<file path="config.mk">
export PLATFORM = sky130hd
export DESIGN_NAME = pipe_addsub
export DESIGN_NICKNAME = d
export VERILOG_FILES = /design/src/rtl/alu_pkg.sv /design/src/rtl/addsub_seg.sv /design/src/rtl/pipe_addsub.sv
export SDC_FILE = /design/constraint.sdc
export NUM_CORES = 1
export LEC_CHECK = 0
export ABC_CLOCK_PERIOD_IN_PS = 16030
export BUFFER_PORTS_ARGS = -buffer_cell sky130_fd_sc_hd__clkbuf_2
export CORE_ASPECT_RATIO = 0.5
export CORE_MARGIN = 1
export CORE_UTILIZATION = 25
export CTS_BUF_LIST = sky130_fd_sc_hd__clkbuf_8
export CTS_CLUSTER_SIZE = 28
export DETAILED_ROUTE_END_ITERATION = 8
export PLACE_DENSITY = 0.5
export RECOVER_POWER = 50
export SLEW_MARGIN = 20
export SYNTH_ARGS = -nofsm -noshare
export SYNTH_HDL_FRONTEND = slang
export SYNTH_SLANG_ARGS = --single-unit
export TNS_END_PERCENT = 50
</file>
<file path="constraint.sdc">
create_clock -name clk -period 16.03 [get_ports clk]
set_clock_uncertainty 0.2 [all_clocks]
set_input_delay 0.8015 -clock clk [delete_from_list [all_inputs] [get_ports clk]]
set_output_delay 0.8015 -clock clk [all_outputs]
set_load 0.05 [all_outputs]
</file>
<file path="src/rtl/alu_pkg.sv">
// Shared adder defaults, operation encoding and signed range helper.
// Latency: none (package only).
// Backpressure: not applicable.
package alu_pkg;

    localparam int DEFAULT_WIDTH = 64;
    localparam int DEFAULT_SEGS  = 4;

    // Widest operand the limit helper can describe.
    localparam int LIM_MAX_W = 256;

    typedef enum logic {
        OP_ADD = 1'b0,
        OP_SUB = 1'b1
    } op_e;

    typedef struct packed {
        logic [LIM_MAX_W-1:0] max;
        logic [LIM_MAX_W-1:0] min;
    } lim_t;

    // Largest positive and most negative two's complement value of w bits,
    // zero-extended to LIM_MAX_W; callers keep the low w bits.
    function automatic lim_t signed_limits(input int unsigned w);
        lim_t r;
        r.min = LIM_MAX_W'(1) << (w - 1);
        r.max = r.min - LIM_MAX_W'(1);
        return r;
    endfunction

endpackage

</file>
<file path="src/rtl/addsub_seg.sv">
// One carry segment: ripple adder of SW bits with carry in/out.
// Latency: combinational.
// Backpressure: none; the enclosing pipeline stage decides when to capture.
module addsub_seg #(
    parameter int SW = 16
) (
    input  logic [SW-1:0] a,
    input  logic [SW-1:0] b,
    input  logic          cin,
    output logic [SW-1:0] sum,
    output logic          cout,
    output logic          msb_cin
);

    logic [SW:0] carry;

    // Bit-by-bit carry chain; carry[i] is the carry into bit i.
    always_comb begin
        sum      = '0;
        carry    = '0;
        carry[0] = cin;
        for (int i = 0; i < SW; i++) begin
            sum[i]       = a[i] ^ b[i] ^ carry[i];
            carry[i + 1] = (a[i] & b[i]) | (carry[i] & (a[i] ^ b[i]));
        end
    end

    assign cout    = carry[SW];
    // Carry into the top bit; XOR with cout gives signed overflow when this
    // segment holds the operand MSB.
    assign msb_cin = carry[SW-1];

endmodule

</file>
<file path="src/rtl/pipe_addsub.sv">
// Pipelined add/subtract, one carry segment per stage (optional saturation: PIPE_ADDSUB_SAT_EN).
// Latency: SEGS cycles from acceptance to out_valid; one beat per cycle.
// Backpressure: global stall, in_ready = !out_valid | out_ready; all stages hold when low.
module pipe_addsub
    import alu_pkg::*;
#(
    parameter int WIDTH = DEFAULT_WIDTH,
    parameter int SEGS  = DEFAULT_SEGS   // WIDTH must be a multiple of SEGS
) (
    input  logic             clk,
    input  logic             rst_n,
    input  logic             in_valid,
    output logic             in_ready,
    input  logic [WIDTH-1:0] in_a,
    input  logic [WIDTH-1:0] in_b,
    input  logic             in_sub,
    output logic             out_valid,
    input  logic             out_ready,
    output logic [WIDTH-1:0] out_sum,
    output logic             out_carry,
    output logic             out_ovf
);

    localparam int SW   = WIDTH / SEGS;
    localparam int LAST = SEGS - 1;

    op_e              op;
    logic [WIDTH-1:0] b_x;       // B after the subtract inversion
    logic             advance;   // whole pipeline moves one stage

    // Per-stage registers. Stage k holds sum bits [0 .. (k+1)*SW-1] plus the
    // operands, so later stages can pick up their segment from the skew copy.
    logic [SEGS-1:0]  vld_q, vld_d;
    logic [WIDTH-1:0] a_q   [SEGS];
    logic [WIDTH-1:0] a_d   [SEGS];
    logic [WIDTH-1:0] b_q   [SEGS];
    logic [WIDTH-1:0] b_d   [SEGS];
    logic [WIDTH-1:0] sum_q [SEGS];
    logic [WIDTH-1:0] sum_d [SEGS];
    logic [SEGS-1:0]  carry_q, carry_d;
    logic             ovf_q, ovf_d;

    // Segment adder hookup, one adder per stage.
    logic [SW-1:0]    seg_a    [SEGS];
    logic [SW-1:0]    seg_b    [SEGS];
    logic [SW-1:0]    seg_sum  [SEGS];
    logic             seg_cin  [SEGS];
    logic             seg_cout [SEGS];
    logic             seg_msbc [SEGS];

    assign op        = op_e'(in_sub);
    assign b_x       = (op == OP_SUB) ? ~in_b : in_b;
    assign out_valid = vld_q[LAST];
    assign in_ready  = !out_valid || out_ready;
    assign advance   = in_ready;

    // Feed each segment adder: stage 0 straight from the inputs (the
    // subtract's +1 enters as carry-in), later stages from the previous stage.
    always_comb begin
        for (int k = 0; k < SEGS; k++) begin
            seg_a[k]   = '0;
            seg_b[k]   = '0;
            seg_cin[k] = 1'b0;
        end
        seg_a[0]   = in_a[SW-1:0];
        seg_b[0]   = b_x[SW-1:0];
        seg_cin[0] = (op == OP_SUB);
        for (int k = 1; k < SEGS; k++) begin
            seg_a[k]   = a_q[k-1][k*SW +: SW];
            seg_b[k]   = b_q[k-1][k*SW +: SW];
            seg_cin[k] = carry_q[k-1];
        end
    end

    for (genvar k = 0; k < SEGS; k++) begin : g_seg
        addsub_seg #(
            .SW (SW)
        ) u_seg (
            .a       (seg_a[k]),
            .b       (seg_b[k]),
            .cin     (seg_cin[k]),
            .sum     (seg_sum[k]),
            .cout    (seg_cout[k]),
            .msb_cin (seg_msbc[k])
        );
    end

    // Next-state: hold everything on stall, otherwise shift every stage
    // (bubbles included) forward by one and merge in its new sum segment.
    always_comb begin
        vld_d   = vld_q;
        a_d     = a_q;
        b_d     = b_q;
        sum_d   = sum_q;
        carry_d = carry_q;
        ovf_d   = ovf_q;
        if (advance) begin
            vld_d[0]            = in_valid;
            a_d[0]              = in_a;
            b_d[0]              = b_x;
            sum_d[0]            = '0;
            sum_d[0][SW-1:0]    = seg_sum[0];
            carry_d[0]          = seg_cout[0];
            for (int k = 1; k < SEGS; k++) begin
                vld_d[k]              = vld_q[k-1];
                a_d[k]                = a_q[k-1];
                b_d[k]                = b_q[k-1];
                sum_d[k]              = sum_q[k-1];
                sum_d[k][k*SW +: SW]  = seg_sum[k];
                carry_d[k]            = seg_cout[k];
            end
            // Operand signs equal and result sign differs <=> carry into and
            // out of the MSB disagree.
            ovf_d = seg_cout[LAST] ^ seg_msbc[LAST];
        end
    end

    // Valid bits clear asynchronously so no in-flight beat survives reset.
    always_ff @(posedge clk or negedge rst_n) begin
        if (!rst_n) begin
            vld_q <= '0;
        end else begin
            vld_q <= vld_d;
        end
    end

    // Datapath registers need no reset; they are qualified by the valid bits.
    always_ff @(posedge clk) begin
        a_q     <= a_d;
        b_q     <= b_d;
        sum_q   <= sum_d;
        carry_q <= carry_d;
        ovf_q   <= ovf_d;
    end

    assign out_carry = carry_q[LAST];
    assign out_ovf   = ovf_q;

`ifdef PIPE_ADDSUB_SAT_EN
    localparam lim_t             LIM     = signed_limits(WIDTH);
    localparam logic [WIDTH-1:0] SAT_MAX = LIM.max[WIDTH-1:0];
    localparam logic [WIDTH-1:0] SAT_MIN = LIM.min[WIDTH-1:0];

    // On overflow clamp toward the sign of A (which is the true result sign).
    always_comb begin
        out_sum = sum_q[LAST];
        if (ovf_q) begin
            out_sum = a_q[LAST][WIDTH-1] ? SAT_MIN : SAT_MAX;
        end
    end
`else
    assign out_sum = sum_q[LAST];
`endif

endmodule

</file>
==> results.sh <==
export IMPL_slew_headroom=-1.37
export IMPL_antenna_found_initial=3
export IMPL_num_io_pins=201
export IMPL_postCtsSetupRepairBufs=0
export IMPL_cts_root_buf="clkbuf_8"
export IMPL_p_int_mw=2.04
export IMPL_port_buffers=200
export IMPL_final_nets=1015
export IMPL_p_clk_frac=0.240
export IMPL_switching_power_mw=0.956
export IMPL_worst_pin_slew_ns=3.55
export IMPL_synth_area_leaders="edfxtp_1, fa_1, buf_4"
export IMPL_fp_dieH_um=167
export IMPL_synthTopCellsByCount="edfxtp_1, buf_4, fa_1, inv_1, xor2_1"
export IMPL_netSwitchingFraction=0.319
export IMPL_p_leak_nw=6.06
export IMPL_violations="capacitance limit, slew limit"
export IMPL_syn_area_per_cell_sq_um=21.7
export IMPL_synth_cell_area_sq_um=13500
export IMPL_clkTransAtPathRegs_ns=0.06
export IMPL_dr_pass1_iters=4
export IMPL_syn_nets=820
export IMPL_track_usage=0.0763
export IMPL_fin_crit_ns=8.31
export IMPL_reg2reg_from="a_q[112]"
export IMPL_hold_path_depth=1
export IMPL_r2r_end="out_sum[63]"
export IMPL_ir_drop_mv=0.0579
export IMPL_synth_edff_count=357
export IMPL_setup_tns_ns=0
export IMPL_synth_top_cell_area_share=0.791
export IMPL_grt_overflow_total=0
export IMPL_yosysMostFrequentCell="edfxtp_1"
export IMPL_die_area_sq_um=55200
export IMPL_seqPwrFrac=0.534
export IMPL_startpoint_type="input pin"
export IMPL_cts_buffers=57
export IMPL_via_per_inst=3.47
export IMPL_setup_viol=0
export IMPL_dp_hpwl_mm=14.2
export IMPL_cap_violations=3
export IMPL_grt_max_degree=87
export IMPL_place_congestion=0.781
export IMPL_route_antenna_remaining_nets=0
export IMPL_drive_above_1_share=0.281
export IMPL_die_x_um=331
export IMPL_critPathRequiredTime_ns=16.13
export IMPL_ys_flop_type="edfxtp_1"
export IMPL_power_mw=2.99
export IMPL_synth_top_area_cell="edfxtp_1"
export IMPL_core_area_sq_um=52700
export IMPL_ys_ff_latch=361
export IMPL_cts_hold_repair_buffers=1
export IMPL_fmax_mhz=120
export IMPL_holdCritPathClass="input pin to flop"
export IMPL_cts_sinks=361
export IMPL_drc=0
export IMPL_syn_inst=624
export IMPL_p_comb_frac=0.226
export IMPL_end_kind="flop"
export IMPL_min_to="a_q[234]"
export IMPL_grt_pass1_vias=6000
export IMPL_place_ws_ns=7.92
export IMPL_insertion_delay_ns=0.57
export IMPL_h_tree_depth=2
export IMPL_ys_warnings_count=0
export IMPL_crit_type="input pin to flop"
export IMPL_syn2layout_area_growth_pct=17.4
export IMPL_ys_async_sr_fraction=0.0111
export IMPL_ctsResizeCount=0
export IMPL_reg2reg_slack_ns=8.79
export IMPL_power_density_nw_per_um2=188
export IMPL_arrival_ns=8.42
export IMPL_num_vias=5438
export IMPL_initial_core_util=0.257
export IMPL_grt_setup_unrepaired="no"
export IMPL_status="complete, but fails checks"
export IMPL_wire_per_inst_um=13.5
export IMPL_cts_tree="yes"
export IMPL_critPathMaxFanout=18
export IMPL_drtIter0Drc=276
export IMPL_fillers=5205
export IMPL_finalHoldViolations=0
export IMPL_setup_ws_ns=7.72
export IMPL_maxSlewViolCount=125
export IMPL_grt_pass1_wl_mm=32.4
export IMPL_period_share=0.519
export IMPL_ys_seq_area_frac=0.799
export IMPL_clk_path_buf_depth=3
export IMPL_ys_types=14
export IMPL_std_cell_rows=59
export IMPL_worstRegToRegCells=20
export IMPL_drt_total_wl_mm=21.2
export IMPL_holdCritStartpoint="in_a[42]"
[cells in the final DEF, fill, tap and decap left out]
| cell | Yosys | routed |
|---|---|---|
| buf_16 | 0 | 1 |
| buf_4 | 64 | 3 |
| bufinv_16 | 0 | 3 |
| clkbuf_1 | 0 | 30 |
| clkbuf_2 | 0 | 172 |
| clkbuf_8 | 0 | 58 |
| clkinv_1 | 0 | 22 |
| clkinv_2 | 0 | 1 |
| dfrtp_1 | 4 | 4 |
| diode_2 | 0 | 3 |
| dlygate4sd3_1 | 0 | 1 |
| edfxtp_1 | 357 | 357 |
| fa_1 | 63 | 63 |
| inv_1 | 58 | 78 |
| inv_6 | 0 | 1 |
| mux2_1 | 0 | 1 |
| mux2_2 | 4 | 3 |
| nand2b_1 | 1 | 2 |
| xnor2_1 | 14 | 14 |
| xor2_1 | 50 | 50 |
| xor2_2 | 1 | 1 |
[through the flow]
stage,cells,area (sq um),hold WS [ns],util
6_report,1569,15900,0.204,0.302
4_1_cts,1565,15900,0.135,0.302
2_1_floorplan,624,13500,0.200,-
3_3_place_gp,1459,14900,0.200,0.282
5_1_grt,1569,15900,0.136,0.302
3_5_place_dp,1459,14900,0.205,0.282
[registers in the layout, summed over array words and instances, names as in the netlist]
name and flops:
carry_q 4, vld_q 4, a_q 96, sum_q 96, out_sum 64, b_q 96, out_ovf 1
[critical path: stages]
cell and delay, ns:
clkbuf_1 1.03, mux2_2 0.36, fa_1 0.17, inv_1 0.05
fa_1 0.42, fa_1 0.43, fa_1 0.43, fa_1 0.43
fa_1 0.42, fa_1 0.42, fa_1 0.42, fa_1 0.43
fa_1 0.42, fa_1 0.42, fa_1 0.42, fa_1 0.42
fa_1 0.39, inv_1 0.08, fa_1 0.40
[worst max-delay path by stage]
stage / start / to / slack, ns
after floorplan: in_sub / sum_q[207] / 8.19
after CTS: in_sub / sum_q[207] / 8.55
after global placement: in_sub / sum_q[207] / 7.99
final: in_sub / sum_q[207] / 7.72
after global routing: in_sub / sum_q[207] / 7.43
after detailed placement: in_sub / sum_q[207] / 7.92
[cells by family (layout without fill, tap and decap cells)]
kind of cell / count (synthesis) / in the layout / synth area share
xor gates and xnor gates: 65 / 65 / 0.0426
muxes: 4 / 4 / 0.00332
DFF: 361 / 361 / 0.799
other: 0 / 3 / 0
buffers and inverters: 129 / 370 / 0.0609
adders and majority gates: 63 / 63 / 0.0931
and+or+nand+nor: 2 / 2 / 0.00148
[power groups by stage]
stage / clock network, mW / registers (mW) / logic, mW
floorplan: 0 / 1.62 / 0.588
global placement: 0 / 1.61 / 0.684
detailed placement: 0 / 1.63 / 0.699
CTS: 0.751 / 1.61 / 0.699
global route: 0.794 / 1.64 / 0.739
finish: 0.718 / 1.60 / 0.677
[layout make-up]
type                    count  area (sq um)  share of cell area
diodes                      3          7.51            0.000472
clock buffers              58           798              0.0502
clock inverters            47           262              0.0164
inverters                  58           218              0.0137
multi-input cells         134          1900               0.119
flip-flops and latches    361         10800               0.680
well taps                 701           877              0.0551
repair buffers            207          1030              0.0650
[routing by layer]
| layer | vias to the layer above | global-route usage | share of wire |
|---|---|---|---|
| met5 | - | 0 | 0 |
| met3 | 46 | 0.0185 | 0.033 |
| met1 | 2769 | 0.0702 | 0.33 |
| li1 | 2551 | - | - |
| met2 | 72 | 0.155 | 0.61 |
| met4 | 0 | 0.0364 | 0.028 |
No activity file was read; power rests on OpenSTA's default activity.
